--- src/rtl/ex_muldiv_seq_if.sv ---
// Request/response bundle between the EX stage and the iterative mul/div sequencer.
interface ex_muldiv_seq_if #(
  parameter int XLEN     = 32,
  parameter int REG_BITS = 5
);
  logic                start;
  logic [2:0]          op;
  logic [XLEN-1:0]     op_a;
  logic [XLEN-1:0]     op_b;
  logic [REG_BITS-1:0] dest_reg;
  logic                flush;
  logic                busy;
  logic                stall;
  logic                done;
  logic [XLEN-1:0]     result;
  logic [REG_BITS-1:0] res_reg;

  modport master (
    output start, op, op_a, op_b, dest_reg, flush,
    input  busy, stall, done, result, res_reg
  );

  modport slave (
    input  start, op, op_a, op_b, dest_reg, flush,
    output busy, stall, done, result, res_reg
  );
endinterface

--- src/rtl/ex_muldiv_seq.sv ---
// Iterative RV32M-style multiply/divide sequencer: one shift-add or restoring-divide step per cycle.
// Optional macro MULDIV_SIGNED_EN enables signed MULH/DIV/REM (ops 4-6); otherwise they are reserved.
module ex_muldiv_seq #(
  parameter int XLEN     = 32,
  parameter int REG_BITS = 5
) (
  input  logic           clk,
  input  logic           rst,
  ex_muldiv_seq_if.slave bus
);
  localparam int              CNT_W    = $clog2(XLEN);
  localparam logic [CNT_W-1:0] CNT_LAST = CNT_W'(XLEN - 1);
  localparam logic [CNT_W-1:0] CNT_ONE  = CNT_W'(1);

  localparam logic [2:0] OP_MUL   = 3'd0;
  localparam logic [2:0] OP_MULHU = 3'd1;
  localparam logic [2:0] OP_DIVU  = 3'd2;
  localparam logic [2:0] OP_REMU  = 3'd3;
  localparam logic [2:0] OP_MULH  = 3'd4;
  localparam logic [2:0] OP_DIV   = 3'd5;
  localparam logic [2:0] OP_REM   = 3'd6;

  typedef enum logic [1:0] {
    IDLE = 2'd0,
    RUN  = 2'd1,
    DONE = 2'd2
  } state_t;

  function automatic logic op_is_div(input logic [2:0] op);
    case (op)
      OP_DIVU, OP_REMU, OP_DIV, OP_REM: op_is_div = 1'b1;
      default:                          op_is_div = 1'b0;
    endcase
  endfunction

  function automatic logic op_is_rem(input logic [2:0] op);
    case (op)
      OP_REMU, OP_REM: op_is_rem = 1'b1;
      default:         op_is_rem = 1'b0;
    endcase
  endfunction

  function automatic logic op_reserved(input logic [2:0] op);
    case (op)
      OP_MUL, OP_MULHU, OP_DIVU, OP_REMU: op_reserved = 1'b0;
`ifdef MULDIV_SIGNED_EN
      OP_MULH, OP_DIV, OP_REM:            op_reserved = 1'b0;
`endif
      default:                            op_reserved = 1'b1;
    endcase
  endfunction

`ifdef MULDIV_SIGNED_EN
  function automatic logic op_is_signed(input logic [2:0] op);
    case (op)
      OP_MULH, OP_DIV, OP_REM: op_is_signed = 1'b1;
      default:                 op_is_signed = 1'b0;
    endcase
  endfunction
`endif

  state_t              state_r, state_nxt;
  logic [CNT_W-1:0]    cnt_r;
  logic [2:0]          op_r;
  logic [XLEN-1:0]     hi_r, lo_r, b_r;
  logic [XLEN-1:0]     hi_nxt, lo_nxt;
  logic [XLEN-1:0]     result_r, run_result_s, fast_result_s;
  logic [XLEN-1:0]     a_mag_s, b_mag_s;
  logic [REG_BITS-1:0] res_reg_r;
  logic                busy_r, done_r;
  logic                accept_s, fast_s, stall_s, last_s;
  logic [XLEN:0]       sum_s, trial_s;
  logic [2*XLEN-1:0]   prod_s;
  logic [XLEN-1:0]     quo_s, rem_s;
`ifdef MULDIV_SIGNED_EN
  logic                neg_r, neg_nxt_s;
`endif

  // Request decode: accept, fast-path detection and operand conditioning.
  always_comb begin
    accept_s = bus.start & ~bus.flush & ((state_r == IDLE) | (state_r == DONE));
    fast_s   = op_reserved(bus.op) | (op_is_div(bus.op) & (bus.op_b == {XLEN{1'b0}}));
    if (op_reserved(bus.op)) begin
      fast_result_s = {XLEN{1'b0}};
    end else if (op_is_rem(bus.op)) begin
      fast_result_s = bus.op_a;
    end else begin
      fast_result_s = {XLEN{1'b1}};
    end
`ifdef MULDIV_SIGNED_EN
    a_mag_s   = (op_is_signed(bus.op) & bus.op_a[XLEN-1]) ? -bus.op_a : bus.op_a;
    b_mag_s   = (op_is_signed(bus.op) & bus.op_b[XLEN-1]) ? -bus.op_b : bus.op_b;
    neg_nxt_s = op_is_signed(bus.op) &
                (op_is_rem(bus.op) ? bus.op_a[XLEN-1] : (bus.op_a[XLEN-1] ^ bus.op_b[XLEN-1]));
`else
    a_mag_s   = bus.op_a;
    b_mag_s   = bus.op_b;
`endif
  end

  // One datapath step: hi/lo hold product halves or remainder/quotient.
  always_comb begin
    sum_s   = {1'b0, hi_r} + (lo_r[0] ? {1'b0, b_r} : {(XLEN+1){1'b0}});
    trial_s = {hi_r, lo_r[XLEN-1]} - {1'b0, b_r};
    if (op_is_div(op_r)) begin
      if (!trial_s[XLEN]) begin
        hi_nxt = trial_s[XLEN-1:0];
        lo_nxt = {lo_r[XLEN-2:0], 1'b1};
      end else begin
        hi_nxt = {hi_r[XLEN-2:0], lo_r[XLEN-1]};
        lo_nxt = {lo_r[XLEN-2:0], 1'b0};
      end
    end else begin
      hi_nxt = sum_s[XLEN:1];
      lo_nxt = {sum_s[0], lo_r[XLEN-1:1]};
    end
  end

  // Result of the final iteration, sign-corrected when signed ops are built in.
  always_comb begin
`ifdef MULDIV_SIGNED_EN
    prod_s = neg_r ? -{hi_nxt, lo_nxt} : {hi_nxt, lo_nxt};
    quo_s  = neg_r ? -lo_nxt : lo_nxt;
    rem_s  = neg_r ? -hi_nxt : hi_nxt;
`else
    prod_s = {hi_nxt, lo_nxt};
    quo_s  = lo_nxt;
    rem_s  = hi_nxt;
`endif
    case (op_r)
      OP_MUL:            run_result_s = prod_s[XLEN-1:0];
      OP_MULHU, OP_MULH: run_result_s = prod_s[2*XLEN-1:XLEN];
      OP_DIVU, OP_DIV:   run_result_s = quo_s;
      OP_REMU, OP_REM:   run_result_s = rem_s;
      default:           run_result_s = {XLEN{1'b0}};
    endcase
  end

  // Next-state logic and the combinational pipeline hold.
  always_comb begin
    state_nxt = state_r;
    last_s    = (cnt_r == CNT_LAST);
    case (state_r)
      IDLE, DONE: begin
        if (accept_s) begin
          state_nxt = fast_s ? DONE : RUN;
        end else begin
          state_nxt = IDLE;
        end
      end
      RUN: begin
        if (bus.flush) begin
          state_nxt = IDLE;
        end else if (last_s) begin
          state_nxt = DONE;
        end else begin
          state_nxt = RUN;
        end
      end
      default: state_nxt = IDLE;
    endcase
    stall_s = (state_r == RUN) | (accept_s & ~fast_s);
  end

  // State, datapath registers and registered outputs.
  always_ff @(posedge clk) begin
    if (rst) begin
      state_r   <= IDLE;
      busy_r    <= 1'b0;
      done_r    <= 1'b0;
      result_r  <= {XLEN{1'b0}};
      res_reg_r <= {REG_BITS{1'b0}};
      cnt_r     <= {CNT_W{1'b0}};
      op_r      <= 3'd0;
      hi_r      <= {XLEN{1'b0}};
      lo_r      <= {XLEN{1'b0}};
      b_r       <= {XLEN{1'b0}};
`ifdef MULDIV_SIGNED_EN
      neg_r     <= 1'b0;
`endif
    end else begin
      state_r <= state_nxt;
      busy_r  <= (state_nxt != IDLE);
      done_r  <= (state_nxt == DONE);
      if (accept_s) begin
        op_r      <= bus.op;
        hi_r      <= {XLEN{1'b0}};
        lo_r      <= a_mag_s;
        b_r       <= b_mag_s;
        cnt_r     <= {CNT_W{1'b0}};
        res_reg_r <= bus.dest_reg;
`ifdef MULDIV_SIGNED_EN
        neg_r     <= neg_nxt_s;
`endif
        if (fast_s) begin
          result_r <= fast_result_s;
        end
      end else if (state_r == RUN) begin
        hi_r  <= hi_nxt;
        lo_r  <= lo_nxt;
        cnt_r <= cnt_r + CNT_ONE;
        // A flush on the last iteration must leave the previous result visible.
        if (last_s && !bus.flush) begin
          result_r <= run_result_s;
        end
      end
    end
  end

  assign bus.busy    = busy_r;
  assign bus.stall   = stall_s;
  assign bus.done    = done_r;
  assign bus.result  = result_r;
  assign bus.res_reg = res_reg_r;

endmodule
--- src/flat_wrapper.sv ---
// flat-port wrapper written by rule: the top's interface ports become plain ports
module ex_muldiv_seq_flat 
#(
  parameter int XLEN     = 32,
  parameter int REG_BITS = 5
)
  (clk, rst, bus_start, bus_op, bus_op_a, bus_op_b, bus_dest_reg, bus_flush, bus_busy, bus_stall, bus_done, bus_result, bus_res_reg);
  ex_muldiv_seq_if #(.XLEN(XLEN), .REG_BITS(REG_BITS)) bus_i ();
  input  logic clk;
  input  logic rst;
  input wire logic [$bits(bus_i.start)-1:0] bus_start;
  input wire logic [$bits(bus_i.op)-1:0] bus_op;
  input wire logic [$bits(bus_i.op_a)-1:0] bus_op_a;
  input wire logic [$bits(bus_i.op_b)-1:0] bus_op_b;
  input wire logic [$bits(bus_i.dest_reg)-1:0] bus_dest_reg;
  input wire logic [$bits(bus_i.flush)-1:0] bus_flush;
  output wire logic [$bits(bus_i.busy)-1:0] bus_busy;
  output wire logic [$bits(bus_i.stall)-1:0] bus_stall;
  output wire logic [$bits(bus_i.done)-1:0] bus_done;
  output wire logic [$bits(bus_i.result)-1:0] bus_result;
  output wire logic [$bits(bus_i.res_reg)-1:0] bus_res_reg;
  assign bus_i.start = bus_start;
  assign bus_i.op = bus_op;
  assign bus_i.op_a = bus_op_a;
  assign bus_i.op_b = bus_op_b;
  assign bus_i.dest_reg = bus_dest_reg;
  assign bus_i.flush = bus_flush;
  assign bus_busy = bus_i.busy;
  assign bus_stall = bus_i.stall;
  assign bus_done = bus_i.done;
  assign bus_result = bus_i.result;
  assign bus_res_reg = bus_i.res_reg;
  ex_muldiv_seq #(.XLEN(XLEN), .REG_BITS(REG_BITS)) u_core (.clk(clk), .rst(rst), .bus(bus_i));
endmodule
--- config.mk ---
export PLATFORM = sky130hd
export DESIGN_NAME = ex_muldiv_seq_flat
export DESIGN_NICKNAME = d
export VERILOG_FILES = /design/src/rtl/ex_muldiv_seq_if.sv /design/src/rtl/ex_muldiv_seq.sv /design/src/flat_wrapper.sv
export SDC_FILE = /design/constraint.sdc
export NUM_CORES = 1
export LEC_CHECK = 0
export CORE_ASPECT_RATIO = 1.2
export CORE_UTILIZATION = 64
export CTS_BUF_LIST = sky130_fd_sc_hd__clkbuf_2 sky130_fd_sc_hd__clkbuf_4 sky130_fd_sc_hd__clkbuf_8
export DETAILED_ROUTE_END_ITERATION = 7
export PLACE_DENSITY = 0.89
export SETUP_SLACK_MARGIN = 0.05
export SLEW_MARGIN = 30
export SYNTH_ARGS = -nofsm -noshare
export SYNTH_HDL_FRONTEND = slang
export SYNTH_SLANG_ARGS = --single-unit
--- constraint.sdc ---
create_clock -name clk -period 5.8 [get_ports clk]
set_input_delay 1.16 -clock clk [delete_from_list [all_inputs] [get_ports clk]]
set_output_delay 1.16 -clock clk [all_outputs]
set_load 0.01 [all_outputs]
[Word-level counts from Yosys, hierarchy flattened]
Index checks and enable logic that the tools add are counted.
Storage, ports and cells
  bits of input ports: 76
  output and inout bits: 40
  flip-flop bits (word level): 145
Cells by class
  mux-type cells: 24
  bitwise operators: 9
  reductions and logical operators: 18
  $add $sub $neg: 3
  equality and inequality tests: 16
Operators by type and width (number)
  $mux 32: 12
  $pmux 32 s2: 1
  $add 32x33->33: 1
  $sub 33x32->33: 1
  $logic_not 32->1: 1
  $reduce_or 4->1: 4
  $eq 3x3->1 const B: 5
  $eq 3x2->1 const B: 4
  $mux 2: 4
  $eq 3x1->1 const B: 2
  $logic_not 3->1: 2
  $mux 1: 6
  $reduce_bool 2->1: 3
  $reduce_or 2->1: 3
  $add 5x1->5 const B: 1
  $eq 5x5->1 const B: 1
  $and 1x1->1: 4
  $eq 2x2->1 const B: 2
  $pmux 2 s2: 1
  $or 1x1->1: 3
  $reduce_and 3->1: 1
  $reduce_or 3->1: 1
  $eq 2x1->1 const B: 1
  $logic_not 2->1: 1
  4 further kinds: 5

[Logic depth before layout (Yosys ltp)]
Gate-level depths: netlist of the first run.
  depth after elaboration: 9
  mapped depth: 15
  gate-level depth less buffers: 14

[Worst setup path before layout of the first run]
Ideal clock, no wire load.
  kind: in2out
  from: input bus_op_b[6]
  to: output bus_stall
  data arrival time: 2.197 ns
  required time: 4.640 ns
  setup slack: 2.443 ns
  stages on the path: 5
  cells stage by stage: or4_1 -> nor4_1 -> nand4_1 -> nand2_1 -> nand2_1
On the way
  word-level cells in the longest chain between the ends: 6
Ends and longest elaborated chain
  start: declaration: line flat_wrapper.sv:14  | input wire logic [$bits(bus_i.op_b)-1:0] bus_op_b;
  $logic_not 32->1: line ex_muldiv_seq.sv:82  | fast_s = op_reserved(bus.op) | (op_is_div(bus.op) & (bus.op_b == {XLEN{1'b0}}));
  $and 1x1->1: line ex_muldiv_seq.sv:82
  $or 1x1->1: line ex_muldiv_seq.sv:82
  $not 1->1: line ex_muldiv_seq.sv:162  | stall_s = (state_r == RUN) | (accept_s & ~fast_s);
  $and 1x1->1: line ex_muldiv_seq.sv:162
  $or 1x1->1: line ex_muldiv_seq.sv:162
  end: declaration: line flat_wrapper.sv:18  | output wire logic [$bits(bus_i.stall)-1:0] bus_stall;
Every way passes these cells.

[Worst setup path after layout of the first run]
  from: input bus_op[1]
  to: output bus_stall
On the way
  word-level cells in the longest chain between the ends: 8
Ends and longest elaborated chain
  start: declaration: line flat_wrapper.sv:12  | input wire logic [$bits(bus_i.op)-1:0] bus_op;
  $eq 3x3->1 / $eq 3x2->1 (equally long branches): line ex_muldiv_seq.sv:30, ex_muldiv_seq.sv:44
  $reduce_or 4->1: line ex_muldiv_seq.sv:30  | case (op)
  $mux 1: line ex_muldiv_seq.sv:30
  $and 1x1->1: line ex_muldiv_seq.sv:82
  $or 1x1->1 *: line ex_muldiv_seq.sv:82
  $not 1->1 *: line ex_muldiv_seq.sv:162
  $and 1x1->1 *: line ex_muldiv_seq.sv:162
  $or 1x1->1 *: line ex_muldiv_seq.sv:162
Mark *: on every way between the ends. The rest lies on a longest branch, timed or not.

==> impl_metrics.ini, run 1 <==
[clocking]
clk_pin_slew_ps = 90
clockRootBuffer = clkbuf_8
cts_setup_buffers = 0
postCtsResizedCells = 0
numCtsBuffers = 17
cts_tree = done
h-tree-depth = 4
clock_latency_ps = 480
ctsHoldBuffers = 0
cts_buffer_depth = 2
cts_sinks = 145

[logic_synthesis]
yosys.area.top_type_share = 0.274
synth_top_cell_by_area = dfxtp_1
synth_common_cells = 191 x nand2_1, 185 x a21oi_1, 146 x nor2_1, 145 x dfxtp_1, 145 x o21ai_0
yosys_most_used_dff = dfxtp_1
synth-async-reset-ratio = 0
netlist-cell-type-count = 73
avgSynthCellArea_um2 = 7.31
syn-cell-area_um2 = 10600
synth-edff-count = 0
syn-num-nets = 1591
synth_area_leaders = dfxtp_1 27%, a21oi_1 8.8%, ha_1 7.9%
synth.most_common_cell = nand2_1
synth_cells = 1446
ys_ff_latch = 145
ys_warn_count = 0
seq_area_frac_synth = 0.274

[timing]
finClkSkew_ps = 14.8
hold_viol_final = 0
rsz0062_at_grt = false
relSlewSlack = 0.367
setup_viol = 0
slew_viol_final = 0
max_freq_mhz = 200
period_share = 0.862
tightestPinTransition_ps = 948
setup-tns-final_ps = 0
period_needed_ps = 5000

[status]
status = finished with violations
failed_checks = DRC

[job]
maxCapViolCount = 0

[drt]
drt_pass1_iterations = 8
drtAntennaViolNets = 0
num_vias = 11500
via_per_inst = 6.60
drc_errors = 2
routed_wl_um = 35400
drtIter0Drc = 1201
wl_per_cell_um = 20.3

[global_routing]
grt_start_max_net_pins = 79
overflow = 0
grt_pass1_vias = 11000
antenna_found_initial = 1
grt_usage = 0.413
grt_pass1_wl_um = 55200

[cells_and_area]
finish.instance_area_um2 = 12300
final_cells = 1742
drive_above_1_share = 0.0504
fin_util = 0.760
final.fill_count = 1239
layout.nets = 1661
area_growth_pct = 16.4

[die]
num_rows = 51
die_h_um = 143
core_um2 = 16200
dieArea_um2 = 17000
initial_utilization = 0.653
die_w_um = 119
pin_count = 116

[setup_path]
reg2reg_to = u_core.bus.result[22]
cp.arrival_ps = 3840
cp-end-kind = output pin
cp-start-kind = primary input
timing.rr.start = u_core.lo_r[31]
rrSetupSlack_ps = 1300
r2r_cells = 13
worstPathRequired_ps = 4640
worstSetupPathType = primary input to output pin
critPathLaunch = bus_op[1]
critical_path.max_stage_delay_ps = 570
worstPathCellList = clkdlybuf4s50_1 > nor4b_1 > buf_4 > nand4_1 > nor4_1 > buf_4 > nand4_1 > nand2_1 > nand2_1 > clkdlybuf4s50_1
worst_path_max_delay_cell = clkdlybuf4s50_1
cp_max_fo = 4
critPathCapture = bus_stall

[place]
dpl.cell_count = 1708
routabilityCongestion = 0.986
placed_cell_area_um2 = 11800
dp_hpwl_um = 24900
port_buffers = 115

[power_and_ir_drop]
power_density_nw_per_um2 = 219
irDropWorstVdd_mv = 0.163
p_leak_nw = 5.06

[min_path]
hold_class = register to register
## layout by cell type, fill, tap and decap left out, types with 13 or more instances in the layout
cell type,Yosys,final
ha_1,67,67
nand3_1,26,26
nor3_1,13,13
xnor2_1,29,28
buf_4,0,21
nand4_1,15,15
clkdlybuf4s50_1,0,114
o211ai_1,18,18
dfxtp_1,145,145
a2111oi_0,14,14
o21ai_0,145,144
o21a_1,13,13
clkbuf_8,0,18
a21o_1,19,19
a31oi_1,17,17
a211oi_1,17,17
nor2_1,146,146
mux2i_1,50,50
nand2_1,191,188
and2_1,39,38
inv_1,47,47
xor2_1,30,29
a21oi_1,185,185
## how the worst min path moves through the flow
stage,start,end,slack [ps],depth (start not counted)
after detailed placement,u_core.bus.res_reg[0],u_core.bus.res_reg[0],450,2
after global routing,u_core.bus.res_reg[3],u_core.bus.res_reg[3],490,2
after floorplan,u_core.cnt_r[4],u_core.cnt_r[4],440,2
after global placement,u_core.bus.res_reg[4],u_core.bus.res_reg[4],440,2
after CTS,u_core.bus.res_reg[0],u_core.bus.res_reg[0],460,2
final,u_core.bus.res_reg[4],u_core.bus.res_reg[4],470,2
## power by group
group | switching (mW) | internal, mW
sequential | 0.0422 | 1.04
clock | 0.478 | 0.454
combinational | 0.408 | 0.274
## cell families (layout without fill, tap and decap cells)
kind of cell	Yosys count	count (layout)	share of synthesized area
xor+xnor	59	59	0.0489
simple gates	485	485	0.208
other cells	0	1	0
compound gates	501	501	0.284
buf+inv	134	217	0.0516
flops	145	145	0.274
mux	53	53	0.0505
fa+ha+maj	69	69	0.0830
## critical path, delay by kind of cell
family                 cells  cell delay [ps]
buffers and inverters      4             1420
and+or+nand+nor            6             1240
## final cells by class
class                      instances  area (um^2)  share of cell area
sequential                       145         2900               0.236
tap                              212          265              0.0215
multi-input combinational       1167         7170               0.583
inverter                          47          176              0.0143
clock buffer                      18          248              0.0201
timing repair buffer             138         1350               0.110
clock inverter                    14          190              0.0154
antenna                            1         2.50            0.000203
## routing by layer
| metal | vias up | track usage | part of all wire |
|---|---|---|---|
| met3 | 131 | 0.0795 | 0.095 |
| met1 | 5335 | 0.509 | 0.39 |
| li1 | 5315 | - | - |
| met2 | 714 | 0.673 | 0.46 |
| met4 | 0 | 0.241 | 0.048 |
| met5 | - | 0 | 0 |
## per-stage QoR
stage | power [mW] | hold WS (ps) | worst slack, ps
CTS | 2.66 | 464 | 891
floorplan | 1.52 | 441 | 2440
global route | 2.78 | 488 | 585
detailed placement | 1.76 | 449 | 923
global placement | 1.75 | 441 | 943
finish | 2.70 | 465 | 800
No activity file was read; power rests on OpenSTA's default activity.
==> run 2, diff against run 1 <==
Settings changed: CORE_UTILIZATION 64 to 54, PLACE_DENSITY 0.89 to 0.8, SKIP_CTS_REPAIR_TIMING from default to 1.
Clock period 5.8 ns to 4.2 ns, I/O delays scaled along.
==> run 2 against run 1 <==
The flow now finishes without violations. Count of clock-buffer cells in the layout did not move. Sequential share of layout area fell by 0.31 points. First-iteration DRC count fell by 33%. Routed wire length fell by 1.7%. Total power rose by 34%. Global-route usage fell by 5.7 points. Highest routed layer unchanged.
==> impl_metrics.ini, run 2 (synthesis results as in run 1) <==
[status]
status = complete, no violations

[drt]
wl_per_cell_um = 19.3
num_vias = 11300
drtIter0Drc = 809
routed_wl_um = 34800
drc_errors = 0
via_per_inst = 6.23
drtAntennaViolNets = 0
drt_pass1_iterations = 7

[clocking]
cts_tree = done
numCtsBuffers = 17
clk_pin_slew_ps = 80
clockRootBuffer = clkbuf_8
cts_buffer_depth = 2
h-tree-depth = 4
clock_latency_ps = 480
cts_sinks = 145

[global_routing]
grt_pass1_vias = 10700
overflow = 0
grt_pass1_wl_um = 55800
grt_usage = 0.356
grt_start_max_net_pins = 79
antenna_found_initial = 0

[cells_and_area]
final.fill_count = 1681
finish.instance_area_um2 = 12500
layout_common_cells = 190 x nand2_1, 185 x a21oi_1, 146 x nor2_1
layout_commonest_cell = nand2_1
seqCellArea_um2 = 2900
n_antenna_cell = 0
multi_input_area_um2 = 7180
layout.nets = 1685
drive_above_1_share = 0.0657
area_growth_pct = 17.9

[timing]
setup_viol = 0
period_needed_ps = 4060
period_share = 0.967
finClkSkew_ps = 10.0
relSlewSlack = 0.404
hold_viol_final = 0
slew_viol_final = 0
tightestPinTransition_ps = 893
rsz0062_at_grt = false
setup-tns-final_ps = 0
max_freq_mhz = 246
hold-worst-slack_ps = 460

[power_and_ir_drop]
power_density_nw_per_um2 = 289
irDropWorstVdd_mv = 0.224
p_leak_nw = 5.13

[setup_path]
r2r_cells = 15
cp-end-kind = output pin
cp.arrival_ps = 3220
worstSetupPathType = primary input to output pin
cp-start-kind = primary input
cp_max_fo = 2
critPathLaunch = bus_op_b[23]
worstPathRequired_ps = 3360
timing.rr.start = u_core.lo_r[0]

[die]
pin_count = 116
num_rows = 55
die_w_um = 130
dieArea_um2 = 20200
initial_utilization = 0.557
core_um2 = 19000
die_h_um = 155

[place]
dp_hpwl_um = 25800
port_buffers = 115
placed_cell_area_um2 = 12100
routabilityCongestion = 0.950

[min_path]
hold_class = register to register
min_path_cells = 2
hp-start = u_core.bus.res_reg[4]

[job]
maxCapViolCount = 0
-- run 2: cell count changes in the layout (fill, tap and decap cells not counted), sizes merged --
cell      delta
bufinv       -2
clkinv       -1
diode        -1
buf         +24
clkinvlp     +4
inv          -1
-- run 2: power by group --
group          switching [mW]  internal (mW)  leakage, nW
registers              0.0584           1.44         1.18
logic                   0.558          0.394         3.75
clock network           0.650          0.505        0.190
-- run 2: worst paths after layout --
check                           slack [ps]               endpoint
worst min register to register         460  u_core.bus.res_reg[4]
worst max-delay path                   140              bus_stall
worst min-delay path                   460  u_core.bus.res_reg[4]
worst max register to register         470  u_core.bus.result[19]
-- run 2: area by class of cell --
class | instances | area share
Sequential cell | 145 | 0.233
Clock inverter | 14 | 0.0116
Inverter | 47 | 0.0141
Multi-Input combinational cell | 1167 | 0.576
Clock buffer | 18 | 0.0199
Tap cell | 256 | 0.0257
Timing Repair Buffer | 162 | 0.120
-- run 2: layer usage --
layer,GRT usage,vias to the layer above,wire length [um]
li1,-,5365,-
met1,0.469,5250,14600
met2,0.571,550,16000
met3,0.0591,102,2810
met4,0.151,0,1380
met5,0,-,0
-- run 2: critical path: stages --
cell and delay [ps]:
clkdlybuf4s50_1 560, nor4_1 310, nand4_1 190, nor4_2 180
buf_4 170, nand4_1 240, nand2_1 170, nand2_1 70
clkdlybuf4s50_1 480
-- run 2: per-stage QoR --
step	cells	power [mW]	util	setup WS, ps
6_report	1809	3.61	0.657	138
3_5_place_dp	1775	2.46	0.635	78.9
5_1_grt	1809	3.76	0.657	30.6
2_1_floorplan	1446	2.11	-	1030
4_1_cts	1807	3.59	0.655	56.4
3_3_place_gp	1775	2.45	0.635	88.7
==> variant: new RTL, flow settings as in run 2 <==
Build with the macro `MULDIV_SIGNED_EN` defined.
--- a/src/rtl/ex_muldiv_seq.sv
+++ b/src/rtl/ex_muldiv_seq.sv
@@ -1,4 +1,6 @@
 // Iterative RV32M-style multiply/divide sequencer: one shift-add or restoring-divide step per cycle.
 // Optional macro MULDIV_SIGNED_EN enables signed MULH/DIV/REM (ops 4-6); otherwise they are reserved.
+`define MULDIV_SIGNED_EN
+
 module ex_muldiv_seq #(
   parameter int XLEN     = 32,
Behaviour: not the same (Yosys sat finds a counterexample within 4 cycles, from zero or initial values and one cycle with rst high).
==> variant against run 2 <==
The run now ends with setup timing left. Synthesized area is 41% higher. Largest power group is now combinational cells. First-iteration DRC count rose to 2.7 times the old value. Total power increased by 52%. Combinational power rose to 2.8 times the old value. Synthesized cell count rose by 45%. Cell area up 73%. Worst setup slack worse by 0.52 ns. Routed wire length rose by 96%. Sequential cell count rose by 1.
==> variant: results (changes against run 2) <==
status: "finished, violations left"  # was finished clean
violations: "setup timing"
drtIter0Drc: 2195  # was 809
hold_path_end: "u_core.bus.res_reg[1]"  # was u_core.bus.res_reg[4]
worst_ep_arrival_time_ns: 4.90  # was 3.22 ns
r2r_start: "u_core.b_r[4]"  # was u_core.lo_r[0]
drt-total-wl_um: 68400  # was 34800 um
synth_top_cells_by_area: "dfxtp_1 (20%), a21oi_1 (6.2%), nor2_1 (6.1%)"  # was dfxtp_1 (27%), a21oi_1 (8.8%), ha_1 (7.9%)
cts.clk_slew.worst_paths_ns: 0.10  # was 0.08 ns
nNetsFinal: 2762  # was 1685
worstRegToRegCells: 16  # was 15
setup_slack_ns: -0.379  # was 0.138 ns
syn-num-nets: 2250  # was 1591
regToRegEndpoint: "u_core.bus.result[27]"  # was u_core.bus.result[19]
tightest_slew_ns: 1.01  # was 0.893 ns
first_global_vias: 18300  # was 10700
tns_ns: -4.83  # was 0 ns
hold_ws_ns: 0.461  # was 0.460 ns
critPathMaxFanout: 6  # was 2
viasPerCell: 6.59  # was 6.23
finClkSkew_ns: 0.0203  # was 0.0100 ns
grt_start_max_net_pins: 86  # was 79
hold_start: "u_core.bus.res_reg[1]"  # was u_core.bus.res_reg[4]
ys_seq_area_share_pct: 19.6  # was 27.4%
p_leak_uw: 0.00919  # was 0.00513 uW
dp_hpwl_um: 51800  # was 25800 um
finalSetupViolations: 25  # was 0
vdd_drop_max_uv: 242  # was 224 uV
fill_cells: 1925  # was 1681
drive_gt1_share_pct: 30.1  # was 6.57%
worst_slew_margin_rel_pct: 32.7  # was 40.4%
place_inst: 2896  # was 1775
intPower_uw: 3160  # was 2340 uW
-- variant: worst max path at each step --
stage	slack, ns	to	cells past startpoint	start
final	-0.38	u_core.bus.result[27]	16	u_core.b_r[4]
after global placement	-0.47	u_core.bus.result[19]	15	u_core.b_r[0]
after CTS	-0.62	u_core.bus.result[19]	18	u_core.b_r[0]
after global routing	-0.53	u_core.bus.result[27]	18	u_core.b_r[4]
after floorplan	-0.27	u_core.bus.result[22]	22	u_core.lo_r[31]
after detailed placement	-0.58	u_core.bus.result[19]	18	u_core.b_r[0]
-- variant: cell type report --
| cell class | instances | area share (%) |
|---|---|---|
| well taps | 340 | 1.97 |
| inverters | 59 | 1.02 |
| multi-input cells | 1754 | 57.3 |
| repair buffers | 636 | 24.1 |
| flip-flops and latches | 146 | 13.7 |
| clock inverters | 15 | 0.868 |
| clock buffers | 17 | 1.08 |
-- variant: metrics by stage --
stage | power, uW | setup slack (ns) | area, um^2 | utilization [%]
6_report | 5470 | -0.379 | 21600 | 79.6
5_1_grt | 5650 | -0.529 | 21600 | 79.6
4_1_cts | 5040 | -0.621 | 20200 | 74.4
3_3_place_gp | 3790 | -0.470 | 19800 | 72.8
2_1_floorplan | 2750 | -0.265 | 15200 | -
3_5_place_dp | 3830 | -0.584 | 19800 | 72.8
-- variant: cells by family (layout without fill, tap and decap cells) --
family / after synthesis / in the layout / share of synthesized area (%)
AND/OR/NAND/NOR: 770 / 771 / 24.5
AO/OA/AOI/OAI: 688 / 688 / 30.3
buffers and inverters: 203 / 727 / 5.58
XOR/XNOR: 158 / 158 / 9.39
flip-flops: 146 / 146 / 19.6
adder cells (fa/ha/maj): 73 / 73 / 6.20
multiplexers: 64 / 64 / 4.38
-- variant: power groups by stage --
stage                     registers [uW]  clock network [uW]  logic, uW
after floorplan                     1520                   0       1230
after global placement              1550                   0       2240
after detailed placement            1560                   0       2270
after CTS                           1520                1230       2290
after global routing                1540                1290       2830
final                               1540                1230       2710
-- variant: worst max-delay path, cell delays in order (launching register included) --
cell,delay [ns]
dfxtp_2,0.43
inv_1,0.08
ha_1,0.42
o211ai_1,0.13
a21o_1,0.18
a32o_2,0.29
o31ai_4,0.31
a21oi_4,0.17
xnor2_4,0.29
buf_6,0.20
o211ai_1,0.17
or2_4,0.31
or4_4,0.64
o31ai_4,0.32
xnor2_2,0.12
a221oi_2,0.29
a211oi_1,0.07
-- variant: routing by layer --
metal / wire length [um] / up-vias / global-route usage, %
met2: 31500 / 1264 / 77.4
met5: 0 / - / 0
met3: 5970 / 418 / 6.87
li1: - / 8736 / -
met4: 6890 / 0 / 38.6
met1: 24100 / 9120 / 50.1
